**src/rtl/pb_debounce_array.sv**
```systemverilog
// Multi-channel push-button conditioner.
// Each channel synchronises a raw button input and accepts a new level only
// after the synchronised input has differed from the current level for
// STABLE_CNT consecutive sample ticks. It emits registered single-cycle
// press, release and long-press pulses. A glitch that returns to the current
// level before the window completes throws away all progress.
module pb_debounce_array #(
  parameter int CH          = 4,
  parameter int SYNC_STAGES = 2,
  parameter int CNT_W       = 16,
  parameter int STABLE_CNT  = 4,
  parameter int LCNT_W      = 16,
  parameter int LONG_CNT    = 8
) (
  input  logic          clk,
  input  logic          rst_n,
  input  logic          tick_en,
  input  logic [CH-1:0] pb_in,
  output logic [CH-1:0] pb_level,
  output logic [CH-1:0] pb_press,
  output logic [CH-1:0] pb_release,
  output logic [CH-1:0] pb_long,
  output logic          pb_any
);

  // Last count value of the stability window; reaching it on a tick flips the level.
  localparam logic [CNT_W-1:0]  STABLE_LAST = CNT_W'(STABLE_CNT - 1);
  // Long-press threshold and enable (LONG_CNT = 0 switches the feature off).
  localparam logic [LCNT_W-1:0] LONG_TGT    = LCNT_W'(LONG_CNT);
  localparam bit                LONG_EN     = (LONG_CNT != 0);

  for (genvar g = 0; g < CH; g++) begin : g_ch
    logic [SYNC_STAGES-1:0] sync_q;
    logic                   s;
    logic [CNT_W-1:0]       cnt_q, cnt_d;
    logic                   level_q, level_d;
    logic                   press_q, press_d;
    logic                   release_q, release_d;
    logic [LCNT_W-1:0]      lcnt_q, lcnt_d;
    logic [LCNT_W-1:0]      lcnt_inc;
    logic                   long_q, long_d;

    // Shift the raw asynchronous input through the synchroniser chain.
    always_ff @(posedge clk or negedge rst_n) begin
      if (!rst_n) begin
        sync_q <= '0;
      end else begin
        sync_q <= {sync_q[SYNC_STAGES-2:0], pb_in[g]};
      end
    end

    assign s = sync_q[SYNC_STAGES-1];

    // Stability window: clear on agreement, advance on mismatched ticks, flip level at the end.
    always_comb begin
      cnt_d     = cnt_q;
      level_d   = level_q;
      press_d   = 1'b0;
      release_d = 1'b0;
      if (s == level_q) begin
        cnt_d = '0;
      end else if (tick_en) begin
        if (cnt_q == STABLE_LAST) begin
          cnt_d     = '0;
          level_d   = ~level_q;
          press_d   = ~level_q;
          release_d = level_q;
        end else begin
          cnt_d = cnt_q + CNT_W'(1);
        end
      end
    end

    assign lcnt_inc = lcnt_q + LCNT_W'(1);

    // Long-press timer: counts ticks while the accepted level is high, saturating at the threshold.
    always_comb begin
      lcnt_d = lcnt_q;
      long_d = 1'b0;
      if (!level_q) begin
        lcnt_d = '0;
      end else if (tick_en && LONG_EN && (lcnt_q != LONG_TGT)) begin
        lcnt_d = lcnt_inc;
        long_d = (lcnt_inc == LONG_TGT);
      end
    end

    // Register the window state, accepted level and edge pulses.
    always_ff @(posedge clk or negedge rst_n) begin
      if (!rst_n) begin
        cnt_q     <= '0;
        level_q   <= 1'b0;
        press_q   <= 1'b0;
        release_q <= 1'b0;
      end else begin
        cnt_q     <= cnt_d;
        level_q   <= level_d;
        press_q   <= press_d;
        release_q <= release_d;
      end
    end

    // Register the long-press timer and its one-shot pulse.
    always_ff @(posedge clk or negedge rst_n) begin
      if (!rst_n) begin
        lcnt_q <= '0;
        long_q <= 1'b0;
      end else begin
        lcnt_q <= lcnt_d;
        long_q <= long_d;
      end
    end

    assign pb_level[g]   = level_q;
    assign pb_press[g]   = press_q;
    assign pb_release[g] = release_q;
    assign pb_long[g]    = long_q;
  end

  assign pb_any = |pb_level;

endmodule
```
**config.mk**
```make
export PLATFORM = sky130hd
export DESIGN_NAME = pb_debounce_array
export DESIGN_NICKNAME = d
export VERILOG_FILES = /design/src/rtl/pb_debounce_array.sv
export SDC_FILE = /design/constraint.sdc
export NUM_CORES = 1
export LEC_CHECK = 0
export BUFFER_PORTS_ARGS = -buffer_cell sky130_fd_sc_hd__buf_2
export CAP_MARGIN = 15
export CORE_MARGIN = 8
export CORE_UTILIZATION = 40
export DETAILED_ROUTE_END_ITERATION = 10
export PLACE_DENSITY = 0.51
export SETUP_SLACK_MARGIN = 0.1
export SYNTH_ARGS = -nofsm -noshare
export SYNTH_HDL_FRONTEND = slang
export SYNTH_SLANG_ARGS = --single-unit
```
**constraint.sdc**
```tcl
create_clock -name clk -period 2.55 [get_ports clk]
set_input_delay 0.1275 -clock clk [delete_from_list [all_inputs] [get_ports clk]]
set_output_delay 0.1275 -clock clk [all_outputs]
set_load 0.01 [all_outputs]
```
==> results of run 1 <==
==> Yosys cell counts (8+ instances only) <==
master    count  area (sq um)
a21o_1       10         75.07
a21oi_1      27         135.1
a22o_1       18         157.7
and2_1       65         406.6
and3_1       13         81.33
and4_1       10         87.58
buf_2        20         100.1
buf_4        16         120.1
clkbuf_1     27         101.4
dfrtp_1     152          3804
ha_1         12         150.1
inv_1        31         116.4
mux2i_1       9         90.09
nand2_1      77         289.0
nand3_1      67         335.3
nand4_1      43         269.0
nor2_1       40         150.1
nor2b_1       8         50.05
nor3_1       45         225.2
nor4_1       26         162.7
nor4b_1       9         78.83
o21ai_0      54         270.3
or3_1        20         125.1
xnor2_1      56         490.5
xor2_1       13         113.9
==> layer usage <==
layer  vias up  part of all wire
met1      3232              0.51
met4         0            0.0081
met2        72              0.45
li1       3419                 -
met5         -                 0
met3        11             0.034
==> layout make-up <==
| type | count | share of cell area |
|---|---|---|
| clock buffers | 21 | 0.04641 |
| clock inverters | 10 | 0.01805 |
| inverters | 32 | 0.01238 |
| multi-input cells | 704 | 0.4579 |
| flip-flops and latches | 152 | 0.3919 |
| well taps | 280 | 0.03610 |
| repair buffers | 50 | 0.03726 |
==> worst paths after layout <==
check,to,cells after the start
setup / recovery,g_ch[0].cnt_q[13],6
hold / removal,g_ch[1].press_q,3
setup reg to reg,g_ch[0].cnt_q[13],6
hold reg to reg,g_ch[2].sync_q[1],0
max in group asynchronous,g_ch[2].cnt_q[8],3
min in group asynchronous,g_ch[0].cnt_q[14],2
==> through the flow <==
| step | std cells | hold slack, ps |
|---|---|---|
| 2_1_floorplan | 954 | -168.1 |
| 3_3_place_gp | 1213 | 91.69 |
| 3_5_place_dp | 1213 | 97.30 |
| 4_1_cts | 1249 | 149.5 |
| 5_1_grt | 1249 | 174.2 |
| 6_report | 1249 | 156.2 |
==> worst max-delay path, stage by stage (launching register included) <==
cell and delay [ps]:
dfrtp_1 420, ha_1 250, nor4b_1 150, and4_1 280, nor2_1 730, a21oi_1 130
o21ai_0 200
==> power by group through the flow <==
stage,combinational [uW],sequential (uW),clock (uW)
floorplan,721,2660,0
global placement,1030,2670,0
CTS,1040,2630,2810
detailed placement,1030,2670,0
global route,1160,2650,2900
finish,1020,2630,2710
==> what timing repair did <==
action                                 in CTS  in global routing
hold buffers                                5                  0
endpoints found under the hold margin      46                  0
setup buffers                               0                  0
==> state kept, by name (all words and copies together), names as in the netlist <==
register,cells
g_ch.press_q,4
g_ch.cnt_q,64
g_ch.lcnt_q,64
g_ch.level_q,4
g_ch.release_q,4
g_ch.long_q,4
g_ch.sync_q,8
==> kinds of logic (layout without fill, tap and decap cells) <==
group | after synthesis | count (layout)
buf+inv | 98 | 113
compound gates | 153 | 153
mux | 10 | 10
xor+xnor | 69 | 69
flops | 152 | 152
simple gates | 460 | 460
fa+ha+maj | 12 | 12
==> impl_metrics.ini, run 1 <==
[logic_synthesis]
synthMuxAreaShare = 0.01164
yosys.area_share.simple = 0.2966
ys_ff_latch = 152
synthesis.nets = 973
synth_top_family_by_area = simple AND/OR/NAND/NOR gates
synth_area_per_cell_sq_um = 9.123
synth_xor_area_frac = 0.06944
yosys.area_share.adder = 0.01725
yosysUniqueCellTypes = 64
synth_ff_type = dfrtp_1
synthCells = 954
syn-cell-area_sq_um = 8703
ys_seq_area_frac = 0.4370
synth_compound_area_frac = 0.1157
ys_warn_count = 0
synth-edff-count = 0
synth-async-reset-ratio = 1.000

[hold_path]
hold_path.class = input pin to flip-flop
hp-start = tick_en

[layout]
layout_commonest_cell = dfrtp_1
final_nets = 976
drive_gt1_frac = 0.09185
seqCellArea_sq_um = 3804
multi_input_area_sq_um = 4444
post-route-util = 0.4489
design_area_sq_um = 9706
area_growth_pct = 11.52
diodes = 0
nFillCells = 2133
layout_common_cells = dfrtp_1, nand2_1, nand3_1

[routing]
firstDrtPassIters = 6
wirelength_um = 18590
drt-vias-per-instance = 5.392
wire_per_inst_um = 14.88
drt.antenna.violating_nets = 0
drt-initial-drc-count = 296
route.detailed.drc = 0
vias = 6734

[die]
pin_count = 24
rows = 54
dieHeight_um = 163.5
die_x_um = 163.5
initial_core_util = 0.4025
die_area_sq_um = 26730
coreArea_sq_um = 21620

[power_and_ir_drop]
clkPwrFrac = 0.427
share_seq_of_total_power = 0.413
power_frac_comb = 0.160
ir_drop_mv = 0.3865
p_leak_uw = 0.004015
power.density_nw_per_um2 = 655.4
switching_power_uw = 1736
p_int_uw = 4626
total_power_uw = 6361
p_sw_frac = 0.2729

[placed_design]
gp_congestion = 0.7952
dp_slack_ps = 374.9
placed_area_sq_um = 9030
port-buffer-count = 23
dp.final_hpwl_um = 12370

[global_routing]
grt_pass1_vias = 6604
grt_use_met3 = 0.03579
top_usage_layer = met2
overflow = 0
track_usage = 0.1471
grt_start_max_net_pins = 56
antenna_found_initial = 0
use_met2 = 0.2297
grt_pass1_wl_um = 32630
met1_usage = 0.2003

[clock_network]
cts.sinks = 152
clkLatencyLatePin_ps = 430
clockBufferDepth = 2
cts_tree = yes
path_clk_slew_ps = 60
cts_resized = 0
root_buffer = clkbuf_16
cts-buffers-inserted = 17
h-tree-depth = 4

[worst_setup_path]
worstPathArrival_ps = 2570
start_kind = flip-flop
crit_path_max_fanout = 13
crit_type = flip-flop to flip-flop
startpoint = g_ch[0].cnt_q[0]
worstPathRequired_ps = 2900
r2r_slack_ps = 330
r2r_start = g_ch[0].cnt_q[0]
cp-end-kind = flip-flop

[timing]
period_needed_ps = 2224
rsz0062_at_grt = no
setup_viol = 0
maxSlewViolCount = 0
fmax_mhz = 449.6
setup-tns-final_ps = 0
hold_violations = 0
timing.final.crit_share = 0.8722
slew_headroom = 0.3878
clock_skew_ps = 14.29
worstMarginPinSlew_ps = 914.9
fin_ws_ps = 325.8

[run]
cap_violations = 0

[status]
status = finished clean
(Power assumes the default switching activity.)
==> run 2: changes to the inputs <==
--- a/config.mk
+++ b/config.mk
@@ -10,7 +10,7 @@
 export CORE_MARGIN = 8
 export CORE_UTILIZATION = 40
 export DETAILED_ROUTE_END_ITERATION = 10
-export PLACE_DENSITY = 0.51
+export PLACE_DENSITY = 0.63
 export SETUP_SLACK_MARGIN = 0.1
 export SYNTH_ARGS = -nofsm -noshare
 export SYNTH_HDL_FRONTEND = slang
==> run 2 against run 1 <==
Register-to-register slack improved by 30 ps. Clock power fell by 4%. Wire length fell by 4.0%. Power fell by 1.9%. Sequential share of layout area rose by 0.16 points. Via count rose by 1.5%. Non-clock buffer count fell by 1. Largest power group is now registers. Final cell count did not move. Setup slack improved by 33 ps. Highest routed layer unchanged. Global-route usage fell by 0.73 points. Critical path depth did not move. Die area did not move.
==> impl_metrics.ini, run 2 (synthesis gave the netlist of run 1 again) <==
[status]
status = finished clean

[worst_setup_path]
crit_path_max_fanout = 7
worstPathRequired_ps = 2860
start_kind = flip-flop
cp-end-kind = flip-flop
worstPathArrival_ps = 2500
crit_type = flip-flop to flip-flop

[layout]
nFillCells = 2072
design_area_sq_um = 9667
area_growth_pct = 11.07
drive_gt1_frac = 0.09288
multi_input_area_sq_um = 4444
seqCellArea_sq_um = 3804
reg_top3 = g_ch.cnt_q (64), g_ch.lcnt_q (64), g_ch.sync_q (8)
layout_commonest_cell = dfrtp_1
diodes = 0
final_nets = 975
layout_common_cells = dfrtp_1, nand2_1, nand3_1

[global_routing]
grt_start_max_net_pins = 69
grt_pass1_vias = 6478
track_usage = 0.1398
overflow = 0
grt_pass1_wl_um = 31350
antenna_found_initial = 0

[routing]
firstDrtPassIters = 5
drt-vias-per-instance = 5.474
route.detailed.drc = 0
drt-initial-drc-count = 520
wirelength_um = 17850
vias = 6837
wire_per_inst_um = 14.29
drt.antenna.violating_nets = 0

[clock_network]
clkLatencyLatePin_ps = 430
root_buffer = clkbuf_16
path_clk_slew_ps = 60
h-tree-depth = 4
postCtsSetupBuffers = 0
cts_tree = yes
cts.sinks = 152
clockBufferDepth = 2
cts-buffers-inserted = 17

[timing]
rsz0062_at_grt = no
worstMarginPinSlew_ps = 753.5
setup_viol = 0
fmax_mhz = 456.3
period_needed_ps = 2192
slew_headroom = 0.4958
hold_violations = 0
maxSlewViolCount = 0
timing.final.crit_share = 0.8595
setup-tns-final_ps = 0
clock_skew_ps = 15.18

[die]
die_area_sq_um = 26730
rows = 54
dieHeight_um = 163.5
pin_count = 24
initial_core_util = 0.4025
coreArea_sq_um = 21620
die_x_um = 163.5

[placed_design]
placed_area_sq_um = 9010
dp.final_hpwl_um = 11880
port-buffer-count = 23
gp_congestion = 0.8286

[power_and_ir_drop]
p_leak_uw = 0.003989
ir_drop_mv = 0.4291
power.density_nw_per_um2 = 645.4

[hold_path]
hold_path.class = input pin to asynchronous set/reset pin

[run]
cap_violations = 0
run 2: changes by cell type in the layout (fill, tap and decap cells not counted), sizes merged:
cell | before | now
bufinv | 5 | 3
clkinvlp | 0 | 2
buf | 45 | 44
inv | 31 | 32
run 2: area by class of cell:
| type | count | share of cell area |
|---|---|---|
| well taps | 280 | 0.03624 |
| inverters | 32 | 0.01243 |
| clock buffers | 21 | 0.04763 |
| multi-input cells | 704 | 0.4597 |
| repair buffers | 49 | 0.03534 |
| flip-flops and latches | 152 | 0.3935 |
| clock inverters | 11 | 0.01514 |
run 2: through the flow:
step | utilization | worst slack [ps] | cells | power, uW | hold WS, ps
CTS | 0.4471 | 360.9 | 1249 | 6322 | 260.7
global route | 0.4471 | 108.4 | 1249 | 6569 | 309.0
floorplan | - | 613.7 | 954 | 3379 | -168.1
finish | 0.4471 | 358.4 | 1249 | 6239 | 253.4
global placement | 0.4167 | 519.8 | 1212 | 3674 | 175.3
detailed placement | 0.4167 | 476.1 | 1212 | 3688 | 175.2
run 2: worst max-delay path: stages, from the launching register on:
cell and delay [ps]:
dfrtp_1 440, ha_1 250, and2_0 240, a2111oi_0 510, nor3b_1 100, a211o_1 240, nor4_1 290
run 2: worst paths after layout:
path | cells after the start | slack [ps] | from | endpoint
max | 6 | 360 | g_ch[0].lcnt_q[0] | g_ch[0].long_q
min | 2 | 250 | rst_n | g_ch[1].release_q
max reg2reg | 6 | 360 | g_ch[0].lcnt_q[0] | g_ch[0].long_q
min reg2reg | 0 | 350 | g_ch[2].sync_q[0] | g_ch[2].sync_q[1]
max in group asynchronous | 3 | 1560 | rst_n | g_ch[0].lcnt_q[13]
min in group clk | 5 | 280 | tick_en | g_ch[0].cnt_q[2]
run 2: metal layers:
layer	vias up	part of all wire	GRT usage
met3	20	0.034	0.03553
li1	3418	-	-
met2	109	0.46	0.2166
met5	-	0	0
met4	0	0.0095	0.04008
met1	3290	0.50	0.1898
run 2: power by group:
group,switching (uW),total (uW),internal [uW]
clock network,1010,2600,1590
logic,650,1010,357
registers,114,2630,2520
run 2: repair_timing:
item	CTS	global route
hold endpoints to repair	69	0
hold buffers	5	0
resized for setup	0	0
==> run 3: changes to the inputs <==
--- a/config.mk
+++ b/config.mk
@@ -10,7 +10,6 @@
 export CORE_MARGIN = 8
 export CORE_UTILIZATION = 40
 export DETAILED_ROUTE_END_ITERATION = 10
-export PLACE_DENSITY = 0.63
 export SETUP_SLACK_MARGIN = 0.1
 export SYNTH_ARGS = -nofsm -noshare
 export SYNTH_HDL_FRONTEND = slang
==> run 3 against run 2 <==
Die area did not move. Utilization increased by 0.16 points. First-iteration DRC count down 22%. Combinational power about the same. Cell area is 0.36% higher. Final cell count is essentially flat. Maximum frequency is 6.0% higher. Sequential power about the same. Critical path type unchanged. Critical endpoint is now g_ch[3].lcnt_q[14]. Highest routed layer unchanged.
==> impl_metrics.ini, run 3 (synthesis gave the netlist of run 1 again) <==
[worst_setup_path]
worstPathRequired_ps = 2830
start_kind = flip-flop
ff2ff_path_depth = 7
crit_type = flip-flop to flip-flop
crit_path_max_fanout = 9
worstPathArrival_ps = 2350
cp-end-kind = flip-flop
r2r_slack_ps = 480

[power_and_ir_drop]
total_power_uw = 6361
p_leak_uw = 0.004008
ir_drop_mv = 0.4532
power.density_nw_per_um2 = 655.7

[clock_network]
cts-buffers-inserted = 17
cts.sinks = 152
cts_resized = 0
postCtsSetupBuffers = 0
root_buffer = clkbuf_16
clockBufferDepth = 2
cts_tree = yes
h-tree-depth = 4
cts_hold_buffers = 5
clkLatencyLatePin_ps = 420
path_clk_slew_ps = 60

[layout]
post-route-util = 0.4487
layout_commonest_cell = dfrtp_1
reg_top3 = g_ch.cnt_q (64), g_ch.lcnt_q (64), g_ch.sync_q (8)
final_nets = 974
area_growth_pct = 11.47
layout_common_cells = dfrtp_1, nand2_1, nand3_1
diodes = 0
drive_gt1_frac = 0.09401
nFillCells = 2065

[global_routing]
grt_pass1_wl_um = 31080
grt_pass1_vias = 6459
grt_start_max_net_pins = 66
antenna_found_initial = 0
track_usage = 0.1399
overflow = 0

[die]
coreArea_sq_um = 21620
initial_core_util = 0.4025
pin_count = 24
die_area_sq_um = 26730
dieHeight_um = 163.5
rows = 54
die_x_um = 163.5

[timing]
timing.final.crit_share = 0.8109
slew_headroom = 0.4977
clock_skew_ps = 7.801
setup_viol = 0
setup-tns-final_ps = 0
rsz0062_at_grt = no
period_needed_ps = 2068
fmax_mhz = 483.6
worstMarginPinSlew_ps = 750.7
hold_violations = 0
maxSlewViolCount = 0
hold_ws_ps = 265.6

[hold_path]
hold_path.class = input pin to asynchronous set/reset pin

[placed_design]
gp_congestion = 0.8227
port-buffer-count = 23
dp.final_hpwl_um = 11880

[run]
cap_violations = 0

[routing]
vias = 6773
wirelength_um = 18010
wire_per_inst_um = 14.43
drt-initial-drc-count = 404
route.detailed.drc = 0
firstDrtPassIters = 4
drt.antenna.violating_nets = 0
drt-vias-per-instance = 5.427

[status]
status = finished clean
[run 3: where the power goes]
part           total [uW]  switching, uW  internal, uW  leakage (uW)
clock                2720           1040          1670      0.000312
combinational        1020            659           359       0.00160
sequential           2630            109          2520       0.00210
[run 3: worst paths after layout]
kind,startpoint,endpoint
worst max-delay path,g_ch[3].lcnt_q[0],g_ch[3].lcnt_q[14]
worst min-delay path,rst_n,g_ch[1].release_q
worst max register to register,g_ch[3].lcnt_q[0],g_ch[3].lcnt_q[14]
worst min register to register,g_ch[0].sync_q[0],g_ch[0].sync_q[1]
max in group asynchronous,rst_n,g_ch[3].lcnt_q[4]
min in group clk,tick_en,g_ch[3].lcnt_q[1]
[run 3: worst max-delay path, cell delays in order (launching register included)]
cell,delay (ps)
dfrtp_1,500
inv_1,80
ha_1,200
nor4bb_1,130
nand4_1,300
nand3_1,220
o311ai_0,350
o41ai_1,140
[run 3: final cells by class]
cell class | instances | area (sq um) | area share
multi-input combinational | 704 | 4444 | 0.4581
sequential | 152 | 3804 | 0.3921
clock buffer | 18 | 439.2 | 0.04527
tap | 280 | 350.3 | 0.03611
timing repair buffer | 48 | 346.6 | 0.03572
clock inverter | 14 | 197.7 | 0.02038
inverter | 32 | 120.1 | 0.01238
[run 3: metal layers]
metal  GRT usage  wire (um)  share of wire  vias up
li1            -          -              -     3426
met3     0.03024        554          0.031       22
met1      0.1859       8919           0.50     3243
met4     0.04628        263          0.015        0
met5           0          0              0        -
met2      0.2228       8268           0.46       82
[run 3: stage by stage]
stage,instances,setup slack (ps),instance area (sq um)
4_1_cts,1248,478.4,9702
3_5_place_dp,1211,505.5,9015
2_1_floorplan,954,613.7,8703
6_report,1248,482.1,9702
3_3_place_gp,1211,504.7,9015
5_1_grt,1248,289.7,9702
